===== src/rtl/vga_frame_timing.sv =====
// 640x480@60 VGA frame timing: pixel-clock divider feeding horizontal/vertical phase FSMs.
// Sync and video_on are registered from next-state phases; the strobes are decoded from registers.
module vga_frame_timing #(
   parameter int DIV      = 2,
   parameter int H_ACTIVE = 640,
   parameter int H_FRONT  = 16,
   parameter int H_SYNC   = 96,
   parameter int H_BACK   = 48,
   parameter int V_ACTIVE = 480,
   parameter int V_FRONT  = 10,
   parameter int V_SYNC   = 2,
   parameter int V_BACK   = 33
) (
   input  logic       clk,
   input  logic       rst,
   input  logic       en,
   output logic       pix_tick,
   output logic [9:0] hcount,
   output logic [9:0] vcount,
   output logic [1:0] hphase,
   output logic [1:0] vphase,
   output logic       hsync,
   output logic       vsync,
   output logic       video_on,
   output logic       line_end,
   output logic       frame_end
);

   localparam int H_TOTAL = H_ACTIVE + H_FRONT + H_SYNC + H_BACK;
   localparam int V_TOTAL = V_ACTIVE + V_FRONT + V_SYNC + V_BACK;
   localparam int DW      = (DIV > 1) ? $clog2(DIV) : 1;

   localparam logic [DW-1:0] DIV_LAST = DW'(DIV - 1);

   // Last column/line of each phase; the phase FSM leaves a phase on these values.
   localparam logic [9:0] H_END_A = 10'(H_ACTIVE - 1);
   localparam logic [9:0] H_END_F = 10'(H_ACTIVE + H_FRONT - 1);
   localparam logic [9:0] H_END_S = 10'(H_ACTIVE + H_FRONT + H_SYNC - 1);
   localparam logic [9:0] H_END_B = 10'(H_TOTAL - 1);
   localparam logic [9:0] V_END_A = 10'(V_ACTIVE - 1);
   localparam logic [9:0] V_END_F = 10'(V_ACTIVE + V_FRONT - 1);
   localparam logic [9:0] V_END_S = 10'(V_ACTIVE + V_FRONT + V_SYNC - 1);
   localparam logic [9:0] V_END_B = 10'(V_TOTAL - 1);

   typedef enum logic [1:0] {
      PH_ACTIVE = 2'd0,
      PH_FRONT  = 2'd1,
      PH_SYNC   = 2'd2,
      PH_BACK   = 2'd3
   } phase_e;

   logic [DW-1:0] div_q, div_d;
   logic [9:0]    hcount_q, hcount_d, vcount_q, vcount_d;
   phase_e        hphase_q, hphase_d, vphase_q, vphase_d;
   logic          hsync_q, vsync_q, video_on_q;

   function automatic phase_e next_phase(input phase_e ph, input logic [9:0] cnt,
                                         input logic [9:0] e_a, input logic [9:0] e_f,
                                         input logic [9:0] e_s, input logic [9:0] e_b);
      next_phase = ph;
      case (ph)
         PH_ACTIVE: if (cnt == e_a) next_phase = PH_FRONT;
         PH_FRONT:  if (cnt == e_f) next_phase = PH_SYNC;
         PH_SYNC:   if (cnt == e_s) next_phase = PH_BACK;
         PH_BACK:   if (cnt == e_b) next_phase = PH_ACTIVE;
      endcase
   endfunction

   assign pix_tick  = en & (div_q == DIV_LAST);
   assign line_end  = pix_tick & (hcount_q == H_END_B);
   assign frame_end = line_end & (vcount_q == V_END_B);

   always_comb begin
      div_d    = div_q;
      hcount_d = hcount_q;
      vcount_d = vcount_q;
      hphase_d = hphase_q;
      vphase_d = vphase_q;
      if (en) begin
         div_d = (div_q == DIV_LAST) ? '0 : div_q + DW'(1);
      end
      if (pix_tick) begin
         hcount_d = (hcount_q == H_END_B) ? '0 : hcount_q + 10'd1;
         hphase_d = next_phase(hphase_q, hcount_q, H_END_A, H_END_F, H_END_S, H_END_B);
      end
      // Vertical state moves only at the end of a line, so both wrap together on frame_end.
      if (line_end) begin
         vcount_d = (vcount_q == V_END_B) ? '0 : vcount_q + 10'd1;
         vphase_d = next_phase(vphase_q, vcount_q, V_END_A, V_END_F, V_END_S, V_END_B);
      end
   end

   always_ff @(posedge clk or posedge rst) begin
      if (rst) begin
         div_q      <= '0;
         hcount_q   <= '0;
         vcount_q   <= '0;
         hphase_q   <= PH_ACTIVE;
         vphase_q   <= PH_ACTIVE;
         hsync_q    <= 1'b1;
         vsync_q    <= 1'b1;
         video_on_q <= 1'b1;
      end else begin
         div_q      <= div_d;
         hcount_q   <= hcount_d;
         vcount_q   <= vcount_d;
         hphase_q   <= hphase_d;
         vphase_q   <= vphase_d;
         hsync_q    <= (hphase_d != PH_SYNC);
         vsync_q    <= (vphase_d != PH_SYNC);
         video_on_q <= (hphase_d == PH_ACTIVE) && (vphase_d == PH_ACTIVE);
      end
   end

   assign hcount   = hcount_q;
   assign vcount   = vcount_q;
   assign hphase   = hphase_q;
   assign vphase   = vphase_q;
   assign hsync    = hsync_q;
   assign vsync    = vsync_q;
   assign video_on = video_on_q;

endmodule


===== config.mk =====
export PLATFORM = sky130hd
export DESIGN_NAME = vga_frame_timing
export DESIGN_NICKNAME = d
export VERILOG_FILES = /design/src/rtl/vga_frame_timing.sv
export SDC_FILE = /design/constraint.sdc
export NUM_CORES = 1
export LEC_CHECK = 0
export CAP_MARGIN = 25
export CELL_PAD_IN_SITES_DETAIL_PLACEMENT = 1
export CELL_PAD_IN_SITES_GLOBAL_PLACEMENT = 2
export CORE_ASPECT_RATIO = 1.25
export CORE_MARGIN = 1.5
export CORE_UTILIZATION = 31
export CTS_CLUSTER_SIZE = 40
export DETAILED_ROUTE_END_ITERATION = 10
export PLACE_DENSITY = 0.84
export SLEW_MARGIN = 10
export SYNTH_ARGS = -nofsm -noshare
export SYNTH_HDL_FRONTEND = slang
export SYNTH_SLANG_ARGS = --single-unit

===== constraint.sdc =====
create_clock -name clk -period 2.35 [get_ports clk]
set_input_delay 0.3525 -clock clk [delete_from_list [all_inputs] [get_ports clk]]
set_output_delay 0.3525 -clock clk [all_outputs]
set_load 0.03 [all_outputs]

==> results.cfg, run 1 <==
[finish]
final_core_util_pct = 43.2
antenna_cells = 0
drive_gt1_share_pct = 17.3
syn_to_final_growth_pct = 35.7
layout.nets = 205
final_area_um2 = 2030

[sta]
clock_skew_ns = 0.00357
rsz0062_at_grt = no
tightest_slew_ns = 0.402
hold_violations = 0
setup_viol = 0
post-route-worst-setup-slack_ns = 0.123
slew_headroom_pct = 73.0
fin_crit_ns = 2.23
timing.final.crit_share_pct = 94.8
fmax_ghz = 0.449
slew_viol_final = 0

[logic_synthesis]
syn_nets = 157
synth_compound_area_share_pct = 8.87
async_reset_ff_share_pct = 100
yosys-mux-area-fraction_pct = 1.42
synth_common_cells = dfrtp_1, nand2_1, nor2_1
synth_xor_xnor_area_share_pct = 7.62
ys_types = 40
yosysMostFrequentCell = dfrtp_1
synth_edf_count = 0
ys.flop_type = dfrtp_1
yosysSeqAreaShare_pct = 47.1
synth-seq-cells = 28
yosys.area_share.simple_pct = 27.9
ys_warn_count = 0
postSynthCellCount = 150
synthAdderAreaFrac_pct = 3.35
yosysTopAreaCell = dfrtp_1
syn_area_um2 = 1500
syn_avg_cell_area_um2 = 9.97
synth_top_family_by_area = simple AND/OR/NAND/NOR gates
synth_top_area_share_pct = 41.8
synth_area_leaders = dfrtp_1, dfstp_2, xor2_1

[clock_tree]
postCtsHoldBufs = 0
cts_tree = yes
cts.sinks = 28
root_buffer = clkbuf_8
clock_latency_ns = 0.27
numCtsBuffers = 3
path_clk_slew_ns = 0.10
clockBufferDepth = 2
cts_max_level = 1

[power_and_ir_drop]
vdd_drop_max_mv = 0.485
p_per_area_nw_per_um2 = 633
power.total_mw = 1.28
clock_power_share_pct = 21.4
switching_power_mw = 0.438
internal_power_mw = 0.846
combPwrFrac_pct = 33.1
leakage_nw = 0.873
seq_power_share_pct = 45.4
switching_share_pct = 34.1

[run]
drv_cap = 0

[drt]
ant_nets = 0
num_vias = 1289
drc = 0
viasPerCell = 5.02
wl_per_cell_um = 15.6
drt_wl_total_um = 4000
firstDrtPassIters = 2
drtIter0Drc = 52

[placed_design]
place_congestion = 0.759
dpl_worst_slack_ns = -0.0372
placed_area_um2 = 1950
portBuffers = 32
hpwl_um = 3050

[global_route]
track_usage_pct = 17.0
overflow = 0
grt_first_pass_wirelength_um = 6910
antenna_found_initial = 0
grt_pass1_vias = 1448
grt_max_degree = 29

[worst_setup_path]
r2r_setup_slack_ns = 0.42
worst-setup-path-type = flop to output port
crit_required_ns = 2.00
critPathLaunchType = flop
r2r_cells = 7
path_max_fanout = 3
end_kind = output port
arrival_ns = 1.87
reg2reg_to = video_on
r2r-start = hcount[1]

[die]
ios = 33
fp-row-count = 28
die_x_um = 65.1
start_util_pct = 31.8
die-area_um2 = 5250
core_area_um2 = 4690
die_h_um = 80.6

[min_path]
min_path_type = primary input to async pin

[status]
status = finished clean
-- cells in the final DEF, fill, tap and decap left out, types with 2 or more instances in the layout --
master	instances
nand3_1	10
xor2_1	9
and3_1	2
ha_1	3
nor2_1	14
nor4bb_1	3
nor3_1	3
o21ai_1	3
dfstp_2	3
dfrtp_1	24
and4b_1	2
o21ai_0	8
clkbuf_8	3
xnor2_1	4
nand4_1	2
inv_1	7
clkdlybuf4s50_1	29
a21oi_1	3
nand2b_1	2
nand2_1	18
a31oi_1	4
buf_4	15
o22ai_1	2
-- state kept, by name, summed over array words and instances (netlist names) --
name	count
hphase	2
video_on	1
hsync	1
vsync	1
vcount	10
div_q	1
hcount	10
vphase	2
-- how the worst max path moves through the flow --
| stage | to | cells past startpoint | startpoint |
|---|---|---|---|
| 2_1_floorplan | frame_end | 5 | hcount[0] |
| 3_3_place_gp | frame_end | 6 | en |
| 3_5_place_dp | frame_end | 6 | en |
| 4_1_cts | frame_end | 6 | hcount[1] |
| 5_1_grt | frame_end | 5 | hcount[3] |
| 6_report | frame_end | 6 | hcount[1] |
-- power groups by stage --
stage / Combinational [mW] / Clock, mW / Sequential, mW
finish: 0.425 / 0.275 / 0.583
global route: 0.459 / 0.307 / 0.589
CTS: 0.408 / 0.286 / 0.586
detailed placement: 0.369 / 0 / 0.605
global placement: 0.357 / 0 / 0.602
floorplan: 0.144 / 0 / 0.675
-- metal layers --
layer / share of wire (%) / wire (µm) / track usage, % / up-vias
li1: - / - / - / 620
met1: 43 / 1730 / 19.6 / 643
met2: 54 / 2180 / 32.7 / 24
met3: 1.9 / 77 / 2.24 / 2
met4: 0.42 / 17 / 3.75 / 0
met5: 0 / 0 / 0 / -
-- per-stage QoR --
stage	hold WS [ns]	instances	TNS, ns
3_5_place_dp	0.504	250	-0.0372
5_1_grt	0.486	257	0
6_report	0.436	257	0
3_3_place_gp	0.497	250	-0.0246
2_1_floorplan	0.416	150	0
4_1_cts	0.456	256	0
-- layout make-up --
cell class	instances	area, µm²
inverter	8	35.0
multi-input combinational	111	746
timing repair buffer	46	423
tap	60	75.1
fill	564	2670
clock buffer	4	45.0
sequential	28	706
-- kinds of logic after synthesis --
kind of cell	after synthesis
muxes	2
AOI/OAI and AO/OA	23
xor gates and xnor gates	13
DFF	28
adders and majority gates	4
and+or+nand+nor	69
buffers and inverters	11
-- worst max-delay path, cell delays in order (launching register included) --
cell	delay, ns
dfrtp_1	0.37
ha_2	0.20
nand3_4	0.07
or4_4	0.42
or2_4	0.29
nor2_4	0.10
buf_6	0.14
-- repair_timing --
item | 4_1_cts | 5_1_grt
setup endpoints to repair | 1 | 1
setup buffers | 2 | 1
gates resized for setup | 2 | 3
cloned | 0 | 0
pin swaps | 0 | 4
No activity file was read; power rests on OpenSTA's default activity.
==> run 2: changes to the inputs <==
--- a/config.mk
+++ b/config.mk
@@ -13,7 +13,7 @@
 export CORE_UTILIZATION = 31
 export CTS_CLUSTER_SIZE = 40
 export DETAILED_ROUTE_END_ITERATION = 10
-export PLACE_DENSITY = 0.84
+export PLACE_DENSITY = 0.9
 export SLEW_MARGIN = 10
 export SYNTH_ARGS = -nofsm -noshare
 export SYNTH_HDL_FRONTEND = slang
==> results.cfg, run 2 (same netlist as run 1, synthesis figures left out) <==
[status]
status = finished clean

[clock_tree]
cts.sinks = 28
cts_max_level = 1
cts_tree = yes
postCtsHoldBufs = 0
clockBufferDepth = 2
numCtsBuffers = 3
clock_latency_ns = 0.28
path_clk_slew_ns = 0.10
root_buffer = clkbuf_8

[worst_setup_path]
arrival_ns = 1.90
worst-setup-path-type = flop to output port
cp_slowest_cell = or4_4
path_max_fanout = 4
end_kind = output port
critPathLaunchType = flop
cp_num_buf_inv = 1
crit_required_ns = 2.00
cp_top_family = simple AND/OR/NAND/NOR gates
cpPeakStageDelay_ns = 0.51
r2r_cells = 7
crit_path_cell_trace = nand2_1, or4_4, or2_4, nor2_4, buf_6
r2r_setup_slack_ns = 0.38
r2r-start = hcount[1]
reg2reg_to = video_on

[sta]
timing.final.crit_share_pct = 95.7
clock_skew_ns = 0.00667
setup_tns_ns = 0
hold_violations = 0
rsz0062_at_grt = no
fmax_ghz = 0.445
post-route-worst-setup-slack_ns = 0.102
slew_viol_final = 0
slew_headroom_pct = 72.3
setup_viol = 0
tightest_slew_ns = 0.410
fin_crit_ns = 2.25

[die]
core_area_um2 = 4690
die-area_um2 = 5250
start_util_pct = 31.8
die_x_um = 65.1
die_h_um = 80.6
fp-row-count = 28
ios = 33

[power_and_ir_drop]
vdd_drop_max_mv = 0.370
leakage_nw = 0.887
p_per_area_nw_per_um2 = 693

[global_route]
antenna_found_initial = 0
grt_first_pass_wirelength_um = 7050
grt_pass1_vias = 1488
track_usage_pct = 17.5
grt_max_degree = 29
overflow = 0

[min_path]
min_path_type = primary input to async pin

[finish]
syn_to_final_growth_pct = 38.2
final_common_cell = clkdlybuf4s50_1
layout.nets = 205
drive_gt1_share_pct = 17.8
multi_input_area_um2 = 756
fill_cells = 555
ff_latch_area_um2 = 706
antenna_cells = 0
final_cell_mix = clkdlybuf4s50_1, dfrtp_1, nand2_1, buf_4, nor2_1

[placed_design]
dpl_worst_slack_ns = -0.0531
hpwl_um = 3100
portBuffers = 32
place_congestion = 0.766

[drt]
firstDrtPassIters = 4
num_vias = 1331
drt_wl_total_um = 4090
wl_per_cell_um = 15.9
drtIter0Drc = 66
viasPerCell = 5.18
drc = 0
ant_nets = 0

[run]
drv_cap = 0
## run 2: worst register-to-register path: stages (launching register included)
cell and delay (ns):
dfrtp_1 0.41, ha_4 0.16, nand3_4 0.08, buf_4 0.17, nor4b_4 0.39, buf_4 0.26, a31oi_1 0.16, nor4_2 0.27
## run 2: worst max-delay path by stage
stage               slack [ns]  depth (start not counted)      start   endpoint
global placement         -0.03                          6         en  frame_end
global route              0.02                          5  hcount[3]  frame_end
floorplan                 0.03                          5  hcount[0]  frame_end
CTS                       0.02                          6  hcount[0]  frame_end
detailed placement       -0.05                          6         en  frame_end
finish                    0.10                          5  hcount[2]  frame_end
## run 2: layer usage
layer  up-vias  GRT usage, %  wire [µm]
met3        10          1.96         98
li1        619             -          -
met5         -             0          0
met4         0          8.54        129
met2        27          34.7       2360
met1       675          17.8       1500
## run 2: repair_timing
| action | 4_1_cts | 5_1_grt |
|---|---|---|
| setup endpoints to repair | 1 | 2 |
| gates resized for setup | 3 | 3 |
| pin swaps | 0 | 4 |
| buffers inserted | 2 | 2 |
## run 2: cell type report
| cell class | count | share of cell area, % |
|---|---|---|
| clock buffer | 3 | 2.00 |
| inverter | 8 | 1.70 |
| tap | 60 | 3.63 |
| timing repair buffer | 46 | 20.5 |
| sequential | 28 | 34.2 |
| clock inverter | 1 | 1.45 |
| multi-input combinational | 111 | 36.6 |
## run 2: where the power goes
group          internal (mW)  total, mW  switching [mW]
sequential             0.534      0.597          0.0632
combinational          0.208      0.454           0.246
clock                  0.228      0.381           0.153
total                  0.970       1.43           0.462
## run 2: through the flow
stage	cell area (µm²)	cells	hold slack (ns)	power (mW)	util, %
2_1_floorplan	1500	150	0.416	0.819	-
3_3_place_gp	1940	249	0.517	0.960	41.4
3_5_place_dp	1940	249	0.530	0.983	41.4
4_1_cts	2040	255	0.446	1.39	43.4
5_1_grt	2070	257	0.485	1.51	44.0
6_report	2070	257	0.444	1.43	44.0
==> run 3: changes to the inputs <==
--- a/config.mk
+++ b/config.mk
@@ -5,6 +5,7 @@
 export SDC_FILE = /design/constraint.sdc
 export NUM_CORES = 1
 export LEC_CHECK = 0
+export ABC_CLOCK_PERIOD_IN_PS = 2350
 export CAP_MARGIN = 25
 export CELL_PAD_IN_SITES_DETAIL_PLACEMENT = 1
 export CELL_PAD_IN_SITES_GLOBAL_PLACEMENT = 2
==> results of run 3 <==
Final layout, timing and power as in run 2 (identical DEF).
